### src/rtl/mdu_iter_if.sv
// mdu_iter_if: request/response bundle between the execute-stage control unit and mdu_iter.
interface mdu_iter_if #(parameter int XLEN = 32);
   logic            start;
   logic [2:0]      func3;
   logic [XLEN-1:0] a, b;
   logic            busy, done, illegal;
   logic [XLEN-1:0] result;
   modport master (output start, func3, a, b, input busy, done, result, illegal);
   modport slave (input start, func3, a, b, output busy, done, result, illegal);
endinterface

### src/rtl/mdu_iter.sv
// mdu_iter: iterative RV32M/RV64M unit, shift-add multiply and restoring divide on magnitudes.
// Macro MDU_DIV_EN builds the divider; without it func3[2] ops finish at once with illegal=1.
module mdu_iter #(
   parameter int XLEN = 32
) (
   input logic       clk,
   input logic       reset,
   mdu_iter_if.slave bus
);
   localparam int CW = $clog2(XLEN);
   typedef enum logic [1:0] {IDLE, RUN, FIX, DONE} state_t;
   state_t              state;
   logic [CW-1:0]       cnt;
   logic [2:0]          op;
   logic                neg;
   logic [XLEN-1:0]     mcand;
   logic [2*XLEN-1:0]   prod;
   logic                accept, sgn_a, sgn_b, ea, eb;
   logic [XLEN-1:0]     mag_a, mag_b, mul_res, fix_res;
   logic [XLEN:0]       mul_sum;
   logic [2*XLEN-1:0]   prod_fix, mul_next;
   assign accept   = bus.start & ((state == IDLE) | (state == DONE));
   assign sgn_a    = (bus.func3 == 3'b001) | (bus.func3 == 3'b010) | (bus.func3[2] & ~bus.func3[0]);
   assign sgn_b    = (bus.func3 == 3'b001) | (bus.func3[2] & ~bus.func3[0]);
   assign ea       = sgn_a & bus.a[XLEN-1];
   assign eb       = sgn_b & bus.b[XLEN-1];
   assign mag_a    = ea ? -bus.a : bus.a;
   assign mag_b    = eb ? -bus.b : bus.b;
   // prod holds {partial high half, remaining multiplier bits}; each step shifts right by one
   assign mul_sum  = {1'b0, prod[2*XLEN-1:XLEN]} + (prod[0] ? {1'b0, mcand} : '0);
   assign mul_next = {mul_sum, prod[XLEN-1:1]};
   assign prod_fix = neg ? -prod : prod;
   assign mul_res  = (op[1:0] == 2'b00) ? prod_fix[XLEN-1:0] : prod_fix[2*XLEN-1:XLEN];
`ifdef MDU_DIV_EN
   logic                sa;
   logic [XLEN:0]       rem_sh, div_diff;
   logic [2*XLEN-1:0]   div_next;
   logic [XLEN-1:0]     quo, rem;
   // divide reuses prod as {remainder, dividend/quotient}, shifting left each step
   assign rem_sh   = {prod[2*XLEN-1:XLEN], prod[XLEN-1]};
   assign div_diff = rem_sh - {1'b0, mcand};
   assign div_next = div_diff[XLEN] ? {rem_sh[XLEN-1:0], prod[XLEN-2:0], 1'b0}
                                    : {div_diff[XLEN-1:0], prod[XLEN-2:0], 1'b1};
   // a zero divisor yields quotient all ones and remainder |a| naturally; only signs need care
   assign quo      = neg ? -prod[XLEN-1:0] : prod[XLEN-1:0];
   assign rem      = sa ? -prod[2*XLEN-1:XLEN] : prod[2*XLEN-1:XLEN];
   assign fix_res  = op[2] ? (op[1] ? rem : quo) : mul_res;
`else
   assign fix_res  = op[2] ? '0 : mul_res;
`endif
   always_ff @(posedge clk or posedge reset) begin
      if (reset) begin
         state       <= IDLE;
         cnt         <= '0;
         op          <= '0;
         neg         <= 1'b0;
         mcand       <= '0;
         prod        <= '0;
`ifdef MDU_DIV_EN
         sa          <= 1'b0;
`endif
         bus.busy    <= 1'b0;
         bus.done    <= 1'b0;
         bus.illegal <= 1'b0;
         bus.result  <= '0;
      end else begin
         bus.done    <= 1'b0;
         bus.illegal <= 1'b0;
         if (accept) begin
            op       <= bus.func3;
            neg      <= (ea ^ eb) & ~(bus.func3[2] & (bus.b == '0));
            mcand    <= mag_b;
            prod     <= {{XLEN{1'b0}}, mag_a};
            cnt      <= CW'(XLEN - 1);
            bus.busy <= 1'b1;
`ifdef MDU_DIV_EN
            sa       <= ea;
            state    <= RUN;
`else
            state    <= bus.func3[2] ? FIX : RUN;
`endif
         end else if (state == RUN) begin
`ifdef MDU_DIV_EN
            prod <= op[2] ? div_next : mul_next;
`else
            prod <= mul_next;
`endif
            cnt <= cnt - 1'b1;
            if (cnt == '0) state <= FIX;
         end else if (state == FIX) begin
            bus.result <= fix_res;
            bus.done   <= 1'b1;
            bus.busy   <= 1'b0;
`ifndef MDU_DIV_EN
            bus.illegal <= op[2];
`endif
            state <= DONE;
         end else if (state == DONE) begin
            state <= IDLE;
         end
      end
   end
endmodule

### src/flat_wrapper.sv
// flat-port wrapper written by rule: the top's interface ports become plain ports
module mdu_iter_flat 
#(
   parameter int XLEN = 32
)
  (clk, reset, bus_start, bus_func3, bus_a, bus_b, bus_busy, bus_done, bus_result, bus_illegal);
  mdu_iter_if #(.XLEN(XLEN)) bus_i ();
  input logic clk;
  input logic reset;
  input wire logic [$bits(bus_i.start)-1:0] bus_start;
  input wire logic [$bits(bus_i.func3)-1:0] bus_func3;
  input wire logic [$bits(bus_i.a)-1:0] bus_a;
  input wire logic [$bits(bus_i.b)-1:0] bus_b;
  output wire logic [$bits(bus_i.busy)-1:0] bus_busy;
  output wire logic [$bits(bus_i.done)-1:0] bus_done;
  output wire logic [$bits(bus_i.result)-1:0] bus_result;
  output wire logic [$bits(bus_i.illegal)-1:0] bus_illegal;
  assign bus_i.start = bus_start;
  assign bus_i.func3 = bus_func3;
  assign bus_i.a = bus_a;
  assign bus_i.b = bus_b;
  assign bus_busy = bus_i.busy;
  assign bus_done = bus_i.done;
  assign bus_result = bus_i.result;
  assign bus_illegal = bus_i.illegal;
  mdu_iter #(.XLEN(XLEN)) u_core (.clk(clk), .reset(reset), .bus(bus_i));
endmodule
### config.mk
export PLATFORM = sky130hd
export DESIGN_NAME = mdu_iter_flat
export DESIGN_NICKNAME = d
export VERILOG_FILES = /design/src/rtl/mdu_iter_if.sv /design/src/rtl/mdu_iter.sv /design/src/flat_wrapper.sv
export SDC_FILE = /design/constraint.sdc
export NUM_CORES = 1
export LEC_CHECK = 0
export BUFFER_PORTS_ARGS = -buffer_cell sky130_fd_sc_hd__buf_2
export CAP_MARGIN = 25
export CORE_MARGIN = 1
export CORE_UTILIZATION = 62
export DETAILED_ROUTE_END_ITERATION = 16
export GPL_ROUTABILITY_DRIVEN = 0
export GPL_TIMING_DRIVEN = 1
export HOLD_SLACK_MARGIN = 0.02
export PLACE_DENSITY = 0.95
export SYNTH_ARGS = -nofsm -noshare
export SYNTH_HDL_FRONTEND = slang
export SYNTH_SLANG_ARGS = --single-unit
### constraint.sdc
create_clock -name clk -period 11.6 [get_ports clk]
set_input_delay 1.74 -clock clk [delete_from_list [all_inputs] [get_ports clk]]
set_output_delay 1.74 -clock clk [all_outputs]
set_load 0.01 [all_outputs]
Word-level counts from Yosys, hierarchy flattened
Index checks and enable logic that the tools add are counted.
- flip-flop bits (word level): 142
- bits of input ports: 70
- output and inout bits: 35
- logic and storage cells: 72
- add/subtract/negate cells: 5
- eq/ne operators: 7
- mux-type cells: 25
- bitwise logic cells: 15
- reduce and logical (&&, ||, !) cells: 10
- operators by type and width (kind ; count):
    two-way mux 64 bit ; 3
    two-way mux 32 bit ; 5
    negation 32 bit ; 2
    negation 64 bit ; 1
    adder 32 x 33 -> 33 bit ; 1
    logical NOT 32 bit ; 1
    two-way mux 2 bit ; 6
    two-way mux 5 bit ; 2
    two-way mux 1 bit ; 9
    bitwise AND 1 bit ; 6
    logical NOT 5 bit ; 1
    subtractor 5 x 1 -> 5 bit, second input constant ; 1
    == test 2 bit, second input constant ; 2
    logical NOT 2 bit ; 2
    NOT 1 bit ; 4
    OR 1 bit ; 4
    AND reduction 2 bit ; 2
    nonzero test 2 bit ; 2
    nonzero test 4 bit ; 1
    == test 3 x 1 -> 1 bit, second input constant ; 1
    == test 3 x 2 -> 1 bit, second input constant ; 1
    inequality test 3 x 2 -> 1 bit, second input constant ; 1
    AND reduction 3 bit ; 1
    == test 2 x 1 -> 1 bit, second input constant ; 1
    2 further kinds ; 2

Longest topological paths before layout
- depth after elaboration: 6
- gate-level depth with buffers: 12

Worst setup path after synthesis
OpenSTA, ideal clock, no wires.
- kind: input-to-reg
- start point: input port bus_b[18]
- end point: register u_core.mcand[30]
- arrival: 3561 ps
- required time: 11466 ps
- path slack: 7905 ps
- stages on the path: 7
- path buffers: 0
- path through: or3_1 -> or4_1 -> nor3_1 -> nand2_1 -> o31ai_1 -> xor2_1 -> o21ai_0
- word-level cells in the longest chain between the ends: 2
- ends and longest elaborated chain (item ; line ; source):
    start: declaration ; flat_wrapper.sv:13 ; input wire logic [$bits(bus_i.b)-1:0] bus_b;
    negation 32 bit ; mdu_iter.sv:28 ; assign mag_b = eb ? -bus.b : bus.b;
    two-way mux 32 bit ; mdu_iter.sv:28 ;
    end signal: assignment ; mdu_iter.sv:72 ; mcand <= mag_b;
    end: declaration ; mdu_iter.sv:16 ; logic [XLEN-1:0] mcand;
No other way between the ends.
A chain may end at the register's enable or synchronous reset.

Final worst setup path
- start point: register u_core.prod[0]
- end point: register u_core.prod[55]
- word-level cells in the longest chain between the ends: 4
- ends and longest elaborated chain (item ; line ; source):
    start: declaration ; mdu_iter.sv:17 ; logic [2*XLEN-1:0] prod;
    start signal: assignment ; mdu_iter.sv:73 ; prod <= {{XLEN{1'b0}}, mag_a};
    start signal: assignment ; mdu_iter.sv:86 ; prod <= mul_next;
    two-way mux 32 bit ; mdu_iter.sv:30 ; assign mul_sum = {1'b0, prod[2*XLEN-1:XLEN]} + (prod[0] ? {1'b0, mcand} : '0);
    adder 32 x 33 -> 33 bit ; mdu_iter.sv:30 ;
    two-way mux 64 bit ; mdu_iter.sv:82 ; end else if (state == RUN) begin
    two-way mux 64 bit ; mdu_iter.sv:69 ; if (accept) begin
No other way between the ends. The select of a mux whose other input is x is not followed.

==> flow_summary.yaml <==
critical_path:
  critPathKind: "reg -> reg"
  r2r-start: "u_core.prod[0]$_DFFE_PP0P_"
  r2r_cells: 11
  startpoint_type: "register"
  regToRegSetupSlack_ns: 7.55
  crit_fanout: 36
  worstPathArrival_ns: 4.38
  crit_path_end_kind: "register"
  rr_endpoint: "u_core.prod[55]$_DFFE_PP0P_"
  crit_required_ns: 11.93
floorplan:
  start_util_pct: 63.86
  die_h_um: 132.9
  die_area_um2: 17670
  ios: 105
  coreArea_um2: 16640
  rows: 47
  die_x_um: 132.9
placed_design:
  hpwl_mm: 22.26
  place_ws_ns: 7.401
  io_buffers: 104
route:
  num_vias: 10840
  wire_per_inst_um: 20.23
  firstDrtPassIters: 7
  routed_wl_mm: 32.19
  post_drt_via_cell_ratio: 6.813
  drt_iter0_markers: 1506
  ant_nets: 0
  drc: 0
power:
  finalPower_w: 0.003094
  clockPowerShare_pct: 18.4
  seq_power_share_pct: 31.2
  max-vdd-ir-drop_mv: 0.3531
  combPwrFrac_pct: 50.4
  p_per_area_nw_per_um2: 261.2
  switching_share_pct: 47.17
  p_leak_nw: 5.157
  p_int_w: 0.001634
  p_sw_w: 0.001459
logic_synthesis:
  synth_top_area_share_pct: 33.44
  synth-main-ff-cell: "dfrtp_1"
  ys_ff_latch: 142
  yosysMostFrequentCell: "nand2_1"
  netlist_top_cells_area: "dfrtp_1 (33%), nand2_1 (6.1%), o21ai_0 (5.9%)"
  synth_warnings: 0
  yosysTopAreaCell: "dfrtp_1"
  synth_fp_nets: 1405
  synth_area_um2: 10630
  synth-edff-count: 0
  ys_seq_area_share_pct: 33.44
  synthCells: 1293
  synth_cell_type_count: 69
  yosys-top-cells-count: "nand2_1 (174), dfrtp_1 (142), o21ai_0 (125), nor2_1 (106), a21oi_1 (74)"
  syn_avg_cell_area_um2: 8.219
  synth-async-reset-ratio_pct: 100.0
sta:
  rsz0062_at_grt: "false"
  setup_ws_ns: 7.554
  final_hold_viol_count: 0
  tightest_slew_ns: 1.035
  post-route-min-period_ns: 4.046
  setup_viol: 0
  fin_crit_sh_pct: 34.88
  tns_ns: 0
  fin_skew_ns: 0.006509
  slew_headroom_pct: 30.37
  max_freq_ghz: 0.2471
  drv_slew: 0
layout:
  drive_gt1_share_pct: 11.67
  area_growth_pct: 11.47
  antenna_cells: 0
  fin_util_pct: 71.18
  nFillCells: 1108
  multi_input_area_um2: 6706
  seq_area_um2: 3553
  final_nets: 1471
grt:
  grt-ovfl-total: 0
  grt_pass1_vias: 10047
  antenna_found_initial: 0
  grt_pass1_wl_mm: 51.48
  grt_max_degree: 91
  grt_use_total_pct: 37.06
clock_tree:
  cts.clk_slew.worst_paths_ns: 0.06
  cts_resized: 0
  cts_buffer_depth: 2
  cts_tree: "done"
  cts_made_buffers: 17
  clock_sinks: 142
  ctsHoldBuffers: 0
  h-tree-depth: 4
  post_cts_buffers: 0
  cts_root_buf: "clkbuf_16"
  worst_skew_pair.late_latency_ns: 0.43
run_status:
  status: "finished clean"
min_path:
  hold_class: "reg -> reg"
  worstHoldEndpoint: "u_core.mcand[7]$_DFFE_PP0P_"
  hp-start: "u_core.mcand[7]$_DFFE_PP0P_"
  hold_depth: 2
run:
  max-cap-violations: 0
## flip-flops by register name, indices dropped and copies added, names as in the netlist
register            count
u_core.bus.busy         1
u_core.bus.done         1
u_core.bus.illegal      1
u_core.bus.result      32
u_core.cnt              5
u_core.mcand           32
u_core.neg              1
u_core.op               3
u_core.prod            64
u_core.state            2
## kinds of logic (layout without fill, tap and decap cells)
logic type	count (synthesis)	after routing	share of synthesized area [%]
multiplexers	43	43	4.050
flip-flops	142	142	33.44
XOR/XNOR	131	131	10.80
AND/OR/NAND/NOR	474	474	21.43
adder cells (fa/ha/maj)	42	42	5.015
buffers and inverters	95	173	3.520
AO/OA/AOI/OAI	366	366	21.76
## power groups by stage
| stage | combinational (W) | sequential [W] | clock (W) |
|---|---|---|---|
| 2_1_floorplan | 0.00114 | 0.000861 | 0 |
| 3_3_place_gp | 0.00141 | 0.000933 | 0 |
| 3_5_place_dp | 0.00148 | 0.000944 | 0 |
| 4_1_cts | 0.00151 | 0.000944 | 0.000569 |
| 5_1_grt | 0.00170 | 0.000981 | 0.000590 |
| 6_report | 0.00156 | 0.000965 | 0.000569 |
## placed cells by master, fill, tap and decap left out, drive strengths merged, types with 4 or more instances in the layout
master / netlist / final
o41ai: 9 / 9
and2: 38 / 38
a31oi: 18 / 18
dfrtp: 142 / 142
xor2: 68 / 68
o2bb2ai: 4 / 4
o211ai: 11 / 11
o221ai: 14 / 14
a211oi: 16 / 16
a21o: 16 / 16
ha: 41 / 41
nor2b: 12 / 12
or2: 6 / 6
nor2: 106 / 106
inv: 27 / 27
buf: 9 / 113
o21ai: 127 / 127
clkbuf: 58 / 22
o31ai: 25 / 25
nand4: 13 / 13
o21a: 7 / 7
mux2i: 43 / 43
nor4: 13 / 13
xnor2: 63 / 63
a22oi: 7 / 7
nor3: 36 / 36
nand2b: 5 / 5
a211o: 4 / 4
nand2: 175 / 175
nand3: 20 / 20
clkinv: 1 / 6
a21oi: 74 / 74
or3: 21 / 21
or4: 14 / 14
## cell type report
type | count | share of cell area, %
clock buffer | 21 | 3.971
tap | 220 | 2.324
inverter | 28 | 0.9294
multi-input combinational | 1056 | 56.61
sequential | 142 | 30.00
timing repair buffer | 114 | 5.006
clock inverter | 10 | 1.162
## critical path, cell delays in order (launching register included)
cell and delay, ns:
dfrtp_1 0.87, and2_1 0.23, ha_1 0.16, inv_1 0.06, fa_1 0.37, nor2b_1 0.24
o2111ai_1 0.25, a211oi_1 0.61, nor2_1 0.14, o21ai_0 0.52, a2111oi_0 0.22, a211oi_1 0.27
## metal layers
| metal | vias up | global-route usage [%] | routed length (um) |
|---|---|---|---|
| met5 | - | 0 | 0 |
| met2 | 781 | 58.93 | 14720 |
| met1 | 5090 | 46.86 | 12430 |
| met3 | 181 | 8.506 | 3340 |
| li1 | 4788 | - | - |
| met4 | 0 | 20.05 | 1704 |
## worst max path at each step
stage / startpoint / to / slack (ns)
after global routing: u_core.prod[0]$_DFFE_PP0P_ / u_core.prod[59]$_DFFE_PP0P_ / 7.36
after CTS: u_core.prod[0]$_DFFE_PP0P_ / u_core.prod[59]$_DFFE_PP0P_ / 7.72
after detailed placement: bus_b[4] / u_core.mcand[30]$_DFFE_PP0P_ / 7.40
after floorplan: reset / u_core.bus.busy$_DFFE_PP0P_ / 6.05
final: u_core.prod[0]$_DFFE_PP0P_ / u_core.prod[55]$_DFFE_PP0P_ / 7.55
after global placement: bus_b[5] / u_core.mcand[30]$_DFFE_PP0P_ / 7.52
## metrics by stage
step / area (um2) / std cells / hold slack [ns]
2_1_floorplan: 10630 / 1293 / 0.4418
3_3_place_gp: 11220 / 1557 / 0.4545
3_5_place_dp: 11220 / 1557 / 0.4622
4_1_cts: 11830 / 1588 / 0.4754
5_1_grt: 11850 / 1591 / 0.4855
6_report: 11850 / 1591 / 0.4730
(Power assumes the default switching activity.)
